**config.mk**
```make
export PLATFORM = sky130hd
export DESIGN_NAME = enc_pwm_mixer
export DESIGN_NICKNAME = d
export VERILOG_FILES = /design/src/rtl/enc_pwm_mixer_pkg.sv /design/src/rtl/enc_pwm_mixer_channel.sv /design/src/rtl/enc_pwm_mixer.sv
export SDC_FILE = /design/constraint.sdc
export NUM_CORES = 1
export LEC_CHECK = 0
export ABC_AREA = 0
export ABC_CLOCK_PERIOD_IN_PS = 2600
export BUFFER_PORTS_ARGS = -buffer_cell sky130_fd_sc_hd__buf_2
export CAP_MARGIN = 0
export CORE_UTILIZATION = 50
export DETAILED_ROUTE_END_ITERATION = 10
export GPL_TIMING_DRIVEN = 0
export PLACE_DENSITY = 0.67
export SYNTH_ARGS = -nofsm -noshare
export SYNTH_HDL_FRONTEND = slang
export SYNTH_SLANG_ARGS = --single-unit
```
**constraint.sdc**
```tcl
create_clock -name clk -period 2.6 [get_ports clk]
set_clock_uncertainty 0.15 [all_clocks]
set_input_delay 0 -clock clk [delete_from_list [all_inputs] [get_ports clk]]
set_output_delay 0 -clock clk [all_outputs]
set_load 0.03 [all_outputs]
```
**src/rtl/enc_pwm_mixer_pkg.sv**
```systemverilog
// Shared definitions for the encoder-to-PWM mixer: default widths, the
// encoder direction encoding and the readback select width helper.
package enc_pwm_mixer_pkg;

    localparam int DEF_CNT_W = 8;
    localparam int DEF_DB_W  = 4;

    // Debounced B level at the moment A rises.
    typedef enum logic {
        DIR_UP = 1'b0,
        DIR_DN = 1'b1
    } dir_e;

    function automatic int sel_width(input int n);
        return (n > 1) ? $clog2(n) : 1;
    endfunction

endpackage

```
**src/rtl/enc_pwm_mixer_channel.sv**
```systemverilog
// One encoder channel: 2-FF synchronisers, strobe-sampled debounce,
// A-rise decode and the saturating/wrapping level register.
module enc_channel
    import enc_pwm_mixer_pkg::*;
#(
    parameter int CNT_W = DEF_CNT_W,
    parameter int WRAP  = 0,
    parameter int STEP  = 1
) (
    input  logic             clk,
    input  logic             rst_n,
    input  logic             ena,
    input  logic             strobe,
    input  logic             enc_a,
    input  logic             enc_b,
    output logic [CNT_W-1:0] level,
    output logic             step_p
);

    localparam logic [CNT_W:0] STEP_V = (CNT_W+1)'(STEP);

    logic [1:0]       a_sync_reg, b_sync_reg;
    logic             a_samp_reg, b_samp_reg;
    logic             a_db_reg, b_db_reg;
    logic             resync_reg;
    logic [CNT_W-1:0] level_reg, level_next;
    logic             step_reg;

    logic             a_sync, b_sync, a_db_next, b_db_next, rise, changed;
    logic [CNT_W:0]   sum, diff;
    logic [CNT_W-1:0] cand;
    dir_e             dir;

    always_comb begin
        a_sync    = a_sync_reg[1];
        b_sync    = b_sync_reg[1];
        a_db_next = (a_sync == a_samp_reg) ? a_sync : a_db_reg;
        b_db_next = (b_sync == b_samp_reg) ? b_sync : b_db_reg;
        // The first strobe after a disable only resamples, so edges seen while off are dropped.
        rise      = strobe && !resync_reg && a_db_next && !a_db_reg;
        dir       = dir_e'(b_db_next);
        sum       = {1'b0, level_reg} + STEP_V;
        diff      = {1'b0, level_reg} - STEP_V;
        if (dir == DIR_UP)
            cand = (sum[CNT_W] && (WRAP == 0)) ? '1 : sum[CNT_W-1:0];
        else
            cand = (diff[CNT_W] && (WRAP == 0)) ? '0 : diff[CNT_W-1:0];
        level_next = rise ? cand : level_reg;
        changed    = rise && (cand != level_reg);
    end

    always_ff @(posedge clk or negedge rst_n) begin
        if (!rst_n) begin
            a_sync_reg <= '0;
            b_sync_reg <= '0;
            a_samp_reg <= 1'b0;
            b_samp_reg <= 1'b0;
            a_db_reg   <= 1'b0;
            b_db_reg   <= 1'b0;
            resync_reg <= 1'b0;
            level_reg  <= '0;
            step_reg   <= 1'b0;
        end else begin
            a_sync_reg <= {a_sync_reg[0], enc_a};
            b_sync_reg <= {b_sync_reg[0], enc_b};
            if (!ena) begin
                resync_reg <= 1'b1;
            end else if (strobe) begin
                a_samp_reg <= a_sync;
                b_samp_reg <= b_sync;
                if (resync_reg) begin
                    a_db_reg   <= a_sync;
                    b_db_reg   <= b_sync;
                    resync_reg <= 1'b0;
                end else begin
                    a_db_reg <= a_db_next;
                    b_db_reg <= b_db_next;
                end
            end
            level_reg <= level_next;
            step_reg  <= changed;
        end
    end

    assign level  = level_reg;
    assign step_p = step_reg;

endmodule

```
**src/rtl/enc_pwm_mixer.sv**
```systemverilog
// N-channel encoder-to-PWM mixer: shared debounce prescaler and PWM counter,
// per-channel comparators and the registered level readback mux.
module enc_pwm_mixer
    import enc_pwm_mixer_pkg::*;
#(
    parameter int NUM_CH = 3,
    parameter int CNT_W  = DEF_CNT_W,
    parameter int DB_W   = DEF_DB_W,
    parameter int WRAP   = 0,
    parameter int STEP   = 1,
    localparam int SEL_W = sel_width(NUM_CH)
) (
    input  logic              clk,
    input  logic              rst_n,
    input  logic              ena,
    input  logic [NUM_CH-1:0] enc_a,
    input  logic [NUM_CH-1:0] enc_b,
    input  logic [SEL_W-1:0]  sel,
    output logic [NUM_CH-1:0] pwm_out,
    output logic [CNT_W-1:0]  level_o,
    output logic [NUM_CH-1:0] step_p
);

    logic [DB_W-1:0]   presc_reg;
    logic [CNT_W-1:0]  pwm_cnt_reg;
    logic [NUM_CH-1:0] pwm_reg;
    logic [CNT_W-1:0]  level_o_reg, level_o_next;
    logic              strobe;
    logic [NUM_CH-1:0] cmp;
    logic [CNT_W-1:0]  level_w [NUM_CH];

    // Strobe fires in the cycle the prescaler wraps back to 0.
    assign strobe = ena && (presc_reg == '1);

    generate
        for (genvar gi = 0; gi < NUM_CH; gi++) begin : g_ch
            enc_channel #(
                .CNT_W (CNT_W),
                .WRAP  (WRAP),
                .STEP  (STEP)
            ) u_ch (
                .clk    (clk),
                .rst_n  (rst_n),
                .ena    (ena),
                .strobe (strobe),
                .enc_a  (enc_a[gi]),
                .enc_b  (enc_b[gi]),
                .level  (level_w[gi]),
                .step_p (step_p[gi])
            );
            assign cmp[gi] = (pwm_cnt_reg < level_w[gi]);
        end
    endgenerate

    always_comb begin
        level_o_next = '0;
        for (int i = 0; i < NUM_CH; i++) begin
            if (sel == SEL_W'(i))
                level_o_next = level_w[i];
        end
    end

    always_ff @(posedge clk or negedge rst_n) begin
        if (!rst_n) begin
            presc_reg   <= '0;
            pwm_cnt_reg <= '0;
            pwm_reg     <= '0;
            level_o_reg <= '0;
        end else begin
            if (ena) begin
                presc_reg   <= presc_reg + 1'b1;
                pwm_cnt_reg <= pwm_cnt_reg + 1'b1;
            end
            pwm_reg     <= ena ? cmp : '0;
            level_o_reg <= level_o_next;
        end
    end

    assign pwm_out = pwm_reg;
    assign level_o = level_o_reg;

endmodule

```
==> results of run 1 <==
## area by class of cell
type                       count  share of cell area [%]
sequential                    75                    35.6
clock inverter                 7                    1.52
multi-input combinational    393                    47.9
inverter                      29                    2.06
timing repair buffer          35                    5.03
buffer                        37                    3.06
clock buffer                   9                    2.35
tap                          108                    2.56
## cell families (layout without fill, tap and decap cells)
| family | count (synthesis) | after routing | synth area share (%) |
|---|---|---|---|
| AO/OA/AOI/OAI | 152 | 152 | 20.9 |
| XOR/XNOR | 15 | 15 | 2.81 |
| adder cells (fa/ha/maj) | 30 | 30 | 7.99 |
| buffers and inverters | 66 | 117 | 5.79 |
| flip-flops | 75 | 75 | 40.2 |
| multiplexers | 14 | 14 | 3.06 |
| AND/OR/NAND/NOR | 182 | 182 | 19.2 |
## critical path: stages, from the launching register on
cell      delay, ns
dfrtp_1        0.39
clkbuf_1       0.24
inv_1          0.14
ha_1           0.22
nor3b_2        0.38
nand3_1        0.18
a21oi_1        0.24
a21oi_1        0.06
o21ai_1        0.15
o41ai_2        0.09
## cells in the final DEF, fill, tap and decap left out, drive strengths merged, types with 2 or more instances in the layout
cell type and n:
dlygate4sd3 10, o211ai 4, and3 2, dfrtp 75
o21a 4, xnor2 11, a221oi 3, buf 37
o22a 9, nand2b 4, inv 33, mux2i 12
nand2 64, nand4 12, o41ai 4, clkbuf 34
o31ai 5, mux2 2, nor2 42, a21o 9
nor4 7, a31oi 11, a22oi 2, xor2 4
nand3 19, a211oi 3, nor2b 4, nor3b 3
or3 2, o22ai 3, o21ai 42, ha 29
or4 4, clkinvlp 2, nor3 17, a21oi 44
## worst max path at each step
stage / from / endpoint / slack (ns) / cells after the start
6_report: g_ch[0].u_ch.level[0]$_DFFE_PN0P_ / g_ch[0].u_ch.level[2]$_DFFE_PN0P_ / 0.24 / 9
5_1_grt: g_ch[0].u_ch.level[0]$_DFFE_PN0P_ / g_ch[0].u_ch.level[2]$_DFFE_PN0P_ / 0.02 / 9
4_1_cts: g_ch[2].u_ch.level[0]$_DFFE_PN0P_ / g_ch[2].u_ch.level[2]$_DFFE_PN0P_ / 0.18 / 9
3_5_place_dp: g_ch[2].u_ch.level[0]$_DFFE_PN0P_ / g_ch[2].u_ch.level[2]$_DFFE_PN0P_ / 0.20 / 9
3_3_place_gp: g_ch[2].u_ch.level[0]$_DFFE_PN0P_ / g_ch[2].u_ch.level[2]$_DFFE_PN0P_ / 0.25 / 9
2_1_floorplan: g_ch[2].u_ch.level[0]$_DFFE_PN0P_ / g_ch[2].u_ch.level[2]$_DFFE_PN0P_ / 0.58 / 9
## layer usage
layer  track usage (%)  vias up
met5                 0        -
met4              8.73        0
met3              4.26       13
met2              41.2      147
met1              33.2     1953
li1                  -     2006
## power by group through the flow
stage	clock network [mW]	registers, mW	logic, mW
4_1_cts	0.982	1.57	1.05
5_1_grt	1.02	1.60	1.19
2_1_floorplan	0	1.57	0.760
3_3_place_gp	0	1.59	0.984
3_5_place_dp	0	1.60	1.03
6_report	0.945	1.57	1.06
## what timing repair did
item / in CTS / in global routing
endpoints found under the setup margin: 0 / 1
hold buffers: 11 / 0
resized for setup: 0 / 1
endpoints found under the hold margin: 93 / 0
## metrics by stage
step | util (%) | setup WS [ns] | area, µm² | hold slack (ns)
6_report | 59.4 | 0.242 | 5280 | 0.120
5_1_grt | 59.4 | 0.0247 | 5280 | 0.114
4_1_cts | 59.3 | 0.179 | 5270 | 0.103
3_5_place_dp | 55.6 | 0.205 | 4950 | -0.204
3_3_place_gp | 55.3 | 0.248 | 4920 | -0.0412
2_1_floorplan | - | 0.578 | 4670 | -0.446
==> summary.txt, run 1 <==
Worst reg2reg endpoint -> g_ch[0].u_ch.level[2]$_DFFE_PN0P_
Seq cells post-synth -> 75
Post-synth EDFFs -> 0
Total power -> 3.58 mW
Core region area -> 8890 µm²
# rows -> 34
Switching part of the total -> 36.4%
Reg-to-reg startpoint -> g_ch[0].u_ch.level[0]$_DFFE_PN0P_
Post-CTS Repair Setup Buffers -> 0
GRT Total Usage -> 24.9%
Max Cap Violations -> 0
Post-synth top cells -> dfrtp_1, nand2_1, a21oi_1, nor2_1, o21ai_0
Ys Warns -> 0
Setup CP Type -> reg -> reg
Top sig layer -> met4
First-pass DRT Iterations -> 5
Die span in y -> 98.6 µm
Share of layout cells above drive strength 1 -> 11.6%
Max_slew headroom -> 38.9%
Area of the multi-input gates -> 2530 µm²
Top post-synthesis cells by area -> dfrtp_1, ha_1, nand2_1
Min-Delay Path Depth -> 3
Critical Path RT -> 2.69 ns
Synthesized instance count -> 534
Dpl hpwl -> 8.03 mm
Gp weighted congestion -> 0.943
P_sw -> 1.30 mW
Via count -> 4119
Pin count of the biggest net entering global routing -> 50
Worst-margin pin slew -> 0.909 ns
CTS Buf Count -> 9
Peak Freq -> 0.424 GHz
Top-count cell post-synth -> dfrtp_1
Mapped Nets -> 574
Synth area leader -> dfrtp_1
Final hold vios -> 0
Total gr overflow -> 0
Async SR Flop Fraction -> 100%
Routed wire length per instance -> 16.1 µm
Top FF cell, synth -> dfrtp_1
Status -> finished clean
Seq pwr share -> 44.0%
Wire length on met2 -> 5.23 mm
Post-synth top area share -> 40.2%
Crit path DAT -> 2.44 ns
Global-route wire length before repair -> 19.2 mm
Worst hold endpoint -> level_o[0]$_DFF_PN0_
Internal Power -> 2.27 mW
Die Footprint -> 9720 µm²
CTS clock-pin slew for the worst setup and hold paths -> 0.09 ns
Fin crit share -> 90.7%
Iter 0 DRT Violations -> 234
Clock Tree Buf Depth -> 2
CP Launch Type -> flip-flop
Worst vdd ir -> 0.461 mV
RSZ-0062 raised after global routing -> false
Comb pwr share -> 29.5%
Root Buffer -> clkbuf_8
Final Critical Period -> 2.36 ns
H-tree depth -> 3
CP max FO -> 9
Post-Layout Cell Count -> 693
Fillers -> 803
Number of placed instances, taps included -> 666
Area of the mapped netlist -> 4670 µm²
Syn Area/Cell -> 8.74 µm²
Post-synth cell types -> 54
Clock sinks -> 75
Register area share after synthesis -> 40.2%
Vias per cell -> 5.94
Die W -> 98.6 µm
Buffers added on ports -> 23
Total negative setup slack -> 0 ns
FF/Latch Area -> 1880 µm²
Met3 wire len -> 628 µm
Hold Crit Class -> in -> reg
CTS tree -> yes
DRT Wirelength -> 11.2 mm
Max FFs per register -> 24
R2R depth -> 9
Internal reg-to-reg setup slack -> 0.24 ns
Clk pwr share -> 26.4%
Post-route DRC -> 0
Area Growth Syn to Fin -> 13.1%
Critical path capture point type -> flip-flop
Nets@finish -> 620
Finish-stage setup viols -> 0
Ant diodes -> 0
Wire length on met1 -> 5.21 mm
Starting Density -> 52.5%
Hold Crit Start -> sel[0]
Io pins -> 25
Post-DRT Antenna Nets -> 0
Pleak -> 2.26 nW
Worst-Skew Late Latency -> 0.35 ns
Initial antenna violation count -> 0
Vias in the first global route -> 3986
Max Slew Vio Count -> 0
PD cells -> 677 nW/µm²
Power figures use the tool's default switching activity.
==> run 2: changes to the inputs <==
--- a/config.mk
+++ b/config.mk
@@ -15,4 +15,5 @@
 export PLACE_DENSITY = 0.67
 export SYNTH_ARGS = -nofsm -noshare
 export SYNTH_HDL_FRONTEND = slang
+export SYNTH_HIERARCHICAL = 1
 export SYNTH_SLANG_ARGS = --single-unit
==> summary.txt, run 2 <==
Status -> finished clean (unchanged)
Max FFs per register -> 24 (unchanged)
RSZ-0062 raised after global routing -> false (unchanged)
Gp weighted congestion -> 0.916 (was 0.943)
Post-synth cell types -> 74 (was 54)
Post-DP Area -> 5290 µm² (was 4950 µm²)
Max Slew Vio Count -> 0 (unchanged)
Async SR Flop Fraction -> 100% (unchanged)
Die span in y -> 102 µm (was 98.6 µm)
Worst reg2reg endpoint -> g_ch[1].u_ch/level[5]$_DFFE_PN0P_ (was g_ch[0].u_ch.level[2]$_DFFE_PN0P_)
Die W -> 102 µm (was 98.6 µm)
Worst-Skew Late Latency -> 0.38 ns (was 0.35 ns)
H-tree depth -> 3 (unchanged)
# rows -> 36 (was 34)
Post-synth top cells -> dfrtp_1, inv_1, a21oi_1, ha_1, o21ai_0 (was dfrtp_1, nand2_1, a21oi_1, nor2_1, o21ai_0)
Post-route DRC -> 0 (unchanged)
Final design area excluding fillers -> 5640 µm² (was 5280 µm²)
Vias in the first global route -> 3968 (was 3986)
Syn Area/Cell -> 9.85 µm² (was 8.74 µm²)
Final Critical Period -> 2.41 ns (was 2.36 ns)
DRT Wirelength -> 11.7 mm (was 11.2 mm)
Buffers added on ports -> 23 (unchanged)
Area Growth Syn to Fin -> 13.2% (was 13.1%)
Total power -> 3.52 mW (was 3.58 mW)
CTS Buf Count -> 9 (unchanged)
R2R depth -> 7 (was 9)
Synth area leader -> dfrtp_1 (unchanged)
Dpl hpwl -> 8.26 mm (was 8.03 mm)
Critical Path RT -> 2.75 ns (was 2.69 ns)
Iter 0 DRT Violations -> 206 (was 234)
Clock Tree Buf Depth -> 2 (unchanged)
Final hold vios -> 0 (unchanged)
Share of layout cells above drive strength 1 -> 19.5% (was 11.6%)
Hold Crit Class -> in -> reg (unchanged)
CP max FO -> 9 (unchanged)
Global-route wire length before repair -> 19.3 mm (was 19.2 mm)
Critical Path Sink -> g_ch[1].u_ch/level[5]$_DFFE_PN0P_ (was g_ch[0].u_ch.level[2]$_DFFE_PN0P_)
Number of placed instances, taps included -> 663 (was 666)
Post-synth EDFFs -> 0 (unchanged)
Final Hold Slack -> 0.0242 ns (was 0.120 ns)
Root Buffer -> clkbuf_8 (unchanged)
Synthesized instance count -> 506 (was 534)
Setup crit start -> g_ch[1].u_ch/level[0]$_DFFE_PN0P_ (was g_ch[0].u_ch.level[0]$_DFFE_PN0P_)
Max_slew headroom -> 57.9% (was 38.9%)
Critical path capture point type -> flip-flop (unchanged)
Crit path setup slack, layout -> 0.187 ns (was 0.242 ns)
CP Launch Type -> flip-flop (unchanged)
First-pass DRT Iterations -> 4 (was 5)
Final Util -> 58.0% (was 59.4%)
Seq cells post-synth -> 77 (was 75)
Register area share after synthesis -> 38.7% (was 40.2%)
Worst-margin pin slew -> 0.625 ns (was 0.909 ns)
Total gr overflow -> 0 (unchanged)
Post-Layout Cell Count -> 693 (unchanged)
Pin count of the biggest net entering global routing -> 47 (was 50)
Die Footprint -> 10400 µm² (was 9720 µm²)
Clock sinks -> 77 (was 75)
Top post-synthesis cells by area -> dfrtp_1, ha_1, a21oi_1 (was dfrtp_1, ha_1, nand2_1)
Most common cell after layout, fill and taps aside -> dfrtp_1 (unchanged)
Mapped Nets -> 546 (was 574)
Finish-stage setup viols -> 0 (unchanged)
Fin crit share -> 92.8% (was 90.7%)
Io pins -> 25 (unchanged)
Pleak -> 2.45 nW (was 2.26 nW)
Initial antenna violation count -> 0 (unchanged)
Pre-CTS setup slack -> -0.700 ns (was 0.205 ns)
Peak Freq -> 0.414 GHz (was 0.424 GHz)
PD cells -> 624 nW/µm² (was 677 nW/µm²)
Crit path DAT -> 2.56 ns (was 2.44 ns)
Post-DRT Antenna Nets -> 0 (unchanged)
Routed wire length per instance -> 16.9 µm (was 16.1 µm)
Via count -> 4225 (was 4119)
Total negative setup slack -> 0 ns (unchanged)
Min-Delay Path Depth -> 4 (was 3)
Top FF cell, synth -> dfrtp_1 (unchanged)
Core region area -> 9730 µm² (was 8890 µm²)
Vias per cell -> 6.10 (was 5.94)
Post-synth top area share -> 38.7% (was 40.2%)
Setup CP Type -> reg -> reg (unchanged)
Ant diodes -> 0 (unchanged)
Max Cap Violations -> 0 (unchanged)
Worst vdd ir -> 0.335 mV (was 0.461 mV)
Fillers -> 884 (was 803)
CTS clock-pin slew for the worst setup and hold paths -> 0.08 ns (was 0.09 ns)
Starting Density -> 51.2% (was 52.5%)
Reg-to-reg startpoint -> g_ch[1].u_ch/level[0]$_DFFE_PN0P_ (was g_ch[0].u_ch.level[0]$_DFFE_PN0P_)
Ys Warns -> 6 (was 0)
Internal reg-to-reg setup slack -> 0.19 ns (was 0.24 ns)
Nets@finish -> 595 (was 620)
Top-count cell post-synth -> dfrtp_1 (unchanged)
Commonest non-fill, non-tap cells in the layout -> dfrtp_1, inv_1, a21oi_1, buf_2, ha_1 (was dfrtp_1, nand2_1, a21oi_1, nor2_1)
GRT Total Usage -> 24.5% (was 24.9%)
Area of the mapped netlist -> 4980 µm² (was 4670 µm²)
CTS tree -> yes (unchanged)
## run 2: cell types whose count changed in the layout (fill, tap and decap cells not counted), sizes merged, moves of 5 or more
cell,previous run,this run
a211oi,3,10
a21oi,44,34
a31o,0,5
a31oi,11,6
and3,2,9
buf,37,48
clkbuf,34,14
mux2,2,10
nand2,64,25
nor2,42,25
nor4b,0,5
o21ai,42,31
xnor2,11,6
## run 2: kinds of logic after synthesis
family | after synthesis | share of synthesized area, %
xor+xnor | 10 | 1.76
mux | 18 | 3.87
simple gates | 157 | 19.9
fa+ha+maj | 32 | 7.96
buf+inv | 62 | 6.55
compound gates | 150 | 21.3
flops | 77 | 38.7
## run 2: what timing repair did
item | CTS | global route
hold buffers | 13 | 0
resized for setup | 2 | 2
pin swaps | 1 | 0
setup endpoints to repair | 33 | 6
endpoints found under the hold margin | 100 | 0
gates cloned | 0 | 0
setup buffers | 1 | 0
## run 2: worst max-delay path: stages (launching register included)
cell and delay [ns]:
dfrtp_1 0.43, clkbuf_1 0.31, inv_1 0.14, ha_1 0.28
nor4b_2 0.22, and2_1 0.20, o41a_1 0.40, a211oi_2 0.21
## run 2: routing by layer
| layer | track usage, % | vias to the layer above | part of all wire (%) | wire [µm] |
|---|---|---|---|---|
| li1 | - | 2003 | - | - |
| met1 | 31.5 | 2070 | 45 | 5290 |
| met2 | 40.1 | 127 | 48 | 5620 |
| met3 | 4.65 | 25 | 4.7 | 554 |
| met4 | 11.2 | 0 | 2.2 | 259 |
| met5 | 0 | - | 0 | 0 |
## run 2: worst min path at each step
| stage | from | endpoint | slack, ns |
|---|---|---|---|
| after floorplan | rst_n | g_ch[0].u_ch/a_db_reg$_DFFE_PN0P_ | -0.45 |
| after global routing | ena | pwm_cnt_reg[0]$_DFFE_PN0P_ | 0.04 |
| after global placement | enc_a[0] | g_ch[0].u_ch/a_sync_reg[0]$_DFF_PN0_ | -0.04 |
| after detailed placement | rst_n | g_ch[2].u_ch/resync_reg$_DFFE_PN0P_ | -0.18 |
| final | ena | g_ch[1].u_ch/b_db_reg$_DFFE_PN0P_ | 0.02 |
| after CTS | ena | g_ch[0].u_ch/b_db_reg$_DFFE_PN0P_ | 0.01 |
## run 2: report_power, final
part | leakage, nW | switching (mW) | internal, mW | total, mW
clock | 0.103 | 0.442 | 0.463 | 0.905
combinational | 1.38 | 0.517 | 0.498 | 1.02
sequential | 0.972 | 0.222 | 1.38 | 1.60
total | 2.45 | 1.18 | 2.34 | 3.52
## run 2: final cells by class
cell class                 instances  area (µm²)  area share (%)
buffer                            25         189            3.35
inverter                          37         139            2.46
clock buffer                      11         141            2.51
tap                              133         166            2.95
sequential                        77        1930            34.2
multi-input combinational        367        2740            48.5
clock inverter                     5        50.0           0.887
timing repair buffer              38         293            5.19
==> run 3: changes to the inputs <==
--- a/config.mk
+++ b/config.mk
@@ -6,13 +6,13 @@
 export NUM_CORES = 1
 export LEC_CHECK = 0
 export ABC_AREA = 0
-export ABC_CLOCK_PERIOD_IN_PS = 2600
+export ABC_CLOCK_PERIOD_IN_PS = 2100
 export BUFFER_PORTS_ARGS = -buffer_cell sky130_fd_sc_hd__buf_2
 export CAP_MARGIN = 0
 export CORE_UTILIZATION = 50
 export DETAILED_ROUTE_END_ITERATION = 10
 export GPL_TIMING_DRIVEN = 0
-export PLACE_DENSITY = 0.67
+export PLACE_DENSITY = 0.7
 export SYNTH_ARGS = -nofsm -noshare
 export SYNTH_HDL_FRONTEND = slang
 export SYNTH_HIERARCHICAL = 1
==> constraint.sdc (replaced) <==
create_clock -name clk -period 2.1 [get_ports clk]
set_clock_uncertainty 0.15 [all_clocks]
set_input_delay 0 -clock clk [delete_from_list [all_inputs] [get_ports clk]]
set_output_delay 0 -clock clk [all_outputs]
set_load 0.03 [all_outputs]
==> summary.txt, run 3 (synthesis gave the netlist of run 2 again) <==
Critical Path, Cell by Cell -> buf_6 -> inv_1 -> ha_4 -> nor4b_4 -> buf_4 -> and2_4 -> o41a_1 -> a211oi_2 (was clkbuf_1 -> inv_1 -> ha_1 -> nor4b_2 -> and2_1 -> o41a_1 -> a211oi_2)
Min-Delay Path Depth -> 3 (was 4)
Nets@finish -> 622 (was 595)
Gp weighted congestion -> 0.874 (was 0.916)
CTS tree -> yes (unchanged)
Post-Layout Cell Count -> 720 (was 693)
Internal reg-to-reg setup slack -> 0.06 ns (was 0.19 ns)
Setup CP Type -> reg -> reg (unchanged)
Post-DRT Antenna Nets -> 0 (unchanged)
Commonest non-fill, non-tap cells in the layout -> dfrtp_1, inv_1, a21oi_1, buf_4, buf_2 (was dfrtp_1, inv_1, a21oi_1, buf_2, ha_1)
Max Slew Vio Count -> 0 (unchanged)
Worst-margin pin slew -> 0.720 ns (was 0.625 ns)
Pin count of the biggest net entering global routing -> 51 (was 47)
Most common cell after layout, fill and taps aside -> dfrtp_1 (unchanged)
Die Footprint -> 10400 µm² (unchanged)
Total power -> 4.47 mW (was 3.52 mW)
Area Growth Syn to Fin -> 20.3% (was 13.2%)
Buffers added on ports -> 23 (unchanged)
Number of placed instances, taps included -> 663 (unchanged)
Share of layout cells above drive strength 1 -> 27.1% (was 19.5%)
Worst hold endpoint -> g_ch[0].u_ch/b_samp_reg$_DFFE_PN0P_ (was g_ch[1].u_ch/b_db_reg$_DFFE_PN0P_)
Iter 0 DRT Violations -> 169 (was 206)
Failing checks -> negative hold slack
Hold Crit Class -> in -> reg (unchanged)
Die span in y -> 102 µm (unchanged)
CP max FO -> 5 (was 9)
PD cells -> 746 nW/µm² (was 624 nW/µm²)
Critical path capture point type -> flip-flop (unchanged)
DRT Wirelength -> 12.6 mm (was 11.7 mm)
Reg-to-reg startpoint -> g_ch[1].u_ch/level[1]$_DFFE_PN0P_ (was g_ch[1].u_ch/level[0]$_DFFE_PN0P_)
Critical Path RT -> 2.24 ns (was 2.75 ns)
Core region area -> 9730 µm² (unchanged)
Pleak -> 2.63 nW (was 2.45 nW)
Via count -> 4305 (was 4225)
Ant diodes -> 0 (unchanged)
Crit path DAT -> 2.19 ns (was 2.56 ns)
Die W -> 102 µm (unchanged)
First-pass DRT Iterations -> 5 (was 4)
Finish-stage setup viols -> 0 (unchanged)
Worst vdd ir -> 0.590 mV (was 0.335 mV)
H-tree depth -> 3 (unchanged)
Io pins -> 25 (unchanged)
Final Critical Period -> 2.04 ns (was 2.41 ns)
Clock sinks -> 77 (unchanged)
Final hold vios -> 1 (was 0)
Worst reg2reg endpoint -> g_ch[1].u_ch/level[5]$_DFFE_PN0P_ (unchanged)
Slowest stage delay, CP -> 0.44 ns (was 0.43 ns)
Total gr overflow -> 0 (unchanged)
Vias per cell -> 5.98 (was 6.10)
Final Hold Slack -> -0.00170 ns (was 0.0242 ns)
CTS Buf Count -> 9 (unchanged)
Fin crit share -> 97.3% (was 92.8%)
Worst-Skew Late Latency -> 0.37 ns (was 0.38 ns)
CP Launch Type -> flip-flop (unchanged)
Root Buffer -> clkbuf_8 (unchanged)
Vias in the first global route -> 3976 (was 3968)
CP bufs+invs -> 3 (was 2)
Hold Crit Start -> ena (unchanged)
Max Cap Violations -> 0 (unchanged)
Starting Density -> 51.2% (unchanged)
GRT Total Usage -> 25.3% (was 24.5%)
Routed wire length per instance -> 17.4 µm (was 16.9 µm)
Clock Tree Buf Depth -> 2 (unchanged)
R2R depth -> 8 (was 7)
Initial antenna violation count -> 0 (unchanged)
Dpl hpwl -> 8.43 mm (was 8.26 mm)
Max FFs per register -> 24 (unchanged)
Max_slew headroom -> 51.5% (was 57.9%)
Peak Freq -> 0.490 GHz (was 0.414 GHz)
CTS clock-pin slew for the worst setup and hold paths -> 0.09 ns (was 0.08 ns)
Final Util -> 61.6% (was 58.0%)
Largest delay share family, worst path -> compound AO/OA/AOI/OAI gates (unchanged)
Status -> finished with violations (was finished clean)
Critical path's slowest cell -> dfrtp_1 (unchanged)
Global-route wire length before repair -> 20.0 mm (was 19.3 mm)
# rows -> 36 (unchanged)
Post-route DRC -> 0 (unchanged)
run 3: timing repair:
item                                    in CTS  in global routing
gates cloned                                 0                  2
endpoints found under the hold margin      100                  0
pin swaps                                    1                  4
endpoints found under the setup margin      23                 19
buffers inserted                             8                 19
hold buffers                                13                  0
gates resized for setup                      7                 28
run 3: report_power, final:
part | internal, mW | switching [mW]
registers | 1.70 | 0.285
logic | 0.667 | 0.666
clock network | 0.579 | 0.572
total | 2.95 | 1.52
run 3: worst max-delay path by stage:
stage                                       from                                 to  slack, ns  cells past startpoint
2_1_floorplan  g_ch[1].u_ch/level[0]$_DFFE_PN0P_  g_ch[1].u_ch/level[5]$_DFFE_PN0P_       0.06                      7
3_3_place_gp                                 ena  g_ch[1].u_ch/level[2]$_DFFE_PN0P_      -0.36                     10
3_5_place_dp                                 ena  g_ch[1].u_ch/level[2]$_DFFE_PN0P_      -0.40                     10
4_1_cts                 presc_reg[0]$_DFFE_PN0P_  g_ch[1].u_ch/level[2]$_DFFE_PN0P_       0.01                      9
5_1_grt        g_ch[1].u_ch/level[1]$_DFFE_PN0P_  g_ch[1].u_ch/level[5]$_DFFE_PN0P_     -0.009                      8
6_report       g_ch[1].u_ch/level[1]$_DFFE_PN0P_  g_ch[1].u_ch/level[5]$_DFFE_PN0P_       0.06                      8
run 3: metrics by stage:
step / TNS, ns / setup slack, ns / area [µm²]
floorplan: 0 / 0.0552 / 4990
global placement: -2.92 / -0.364 / 5270
detailed placement: -3.31 / -0.398 / 5300
CTS: 0 / 0.0112 / 5720
global route: -0.00853 / -0.00853 / 5990
finish: 0 / 0.0571 / 5990
run 3: layout make-up:
| class | count | area (µm²) |
|---|---|---|
| inverter | 37 | 139 |
| tap | 133 | 166 |
| sequential | 77 | 1930 |
| buffer | 24 | 204 |
| timing repair buffer | 66 | 538 |
| clock inverter | 6 | 62.6 |
| fill | 848 | 3740 |
| multi-input combinational | 367 | 2810 |
| clock buffer | 10 | 138 |
run 3: worst reg2reg max path, stage by stage, from the launching register on:
cell and delay, ns:
dfrtp_1 0.44, buf_6 0.13, inv_1 0.06, ha_4 0.17, nor4b_4 0.13, buf_4 0.17
and2_4 0.14, o41a_1 0.39, a211oi_2 0.18
run 3: layer usage:
metal / global-route usage [%] / part of all wire (%) / vias to the layer above
li1: - / - / 2054
met2: 41.5 / 48 / 126
met1: 32.5 / 44 / 2106
met3: 5.81 / 5.1 / 19
met4: 10.1 / 2.5 / 0
met5: 0 / 0 / -
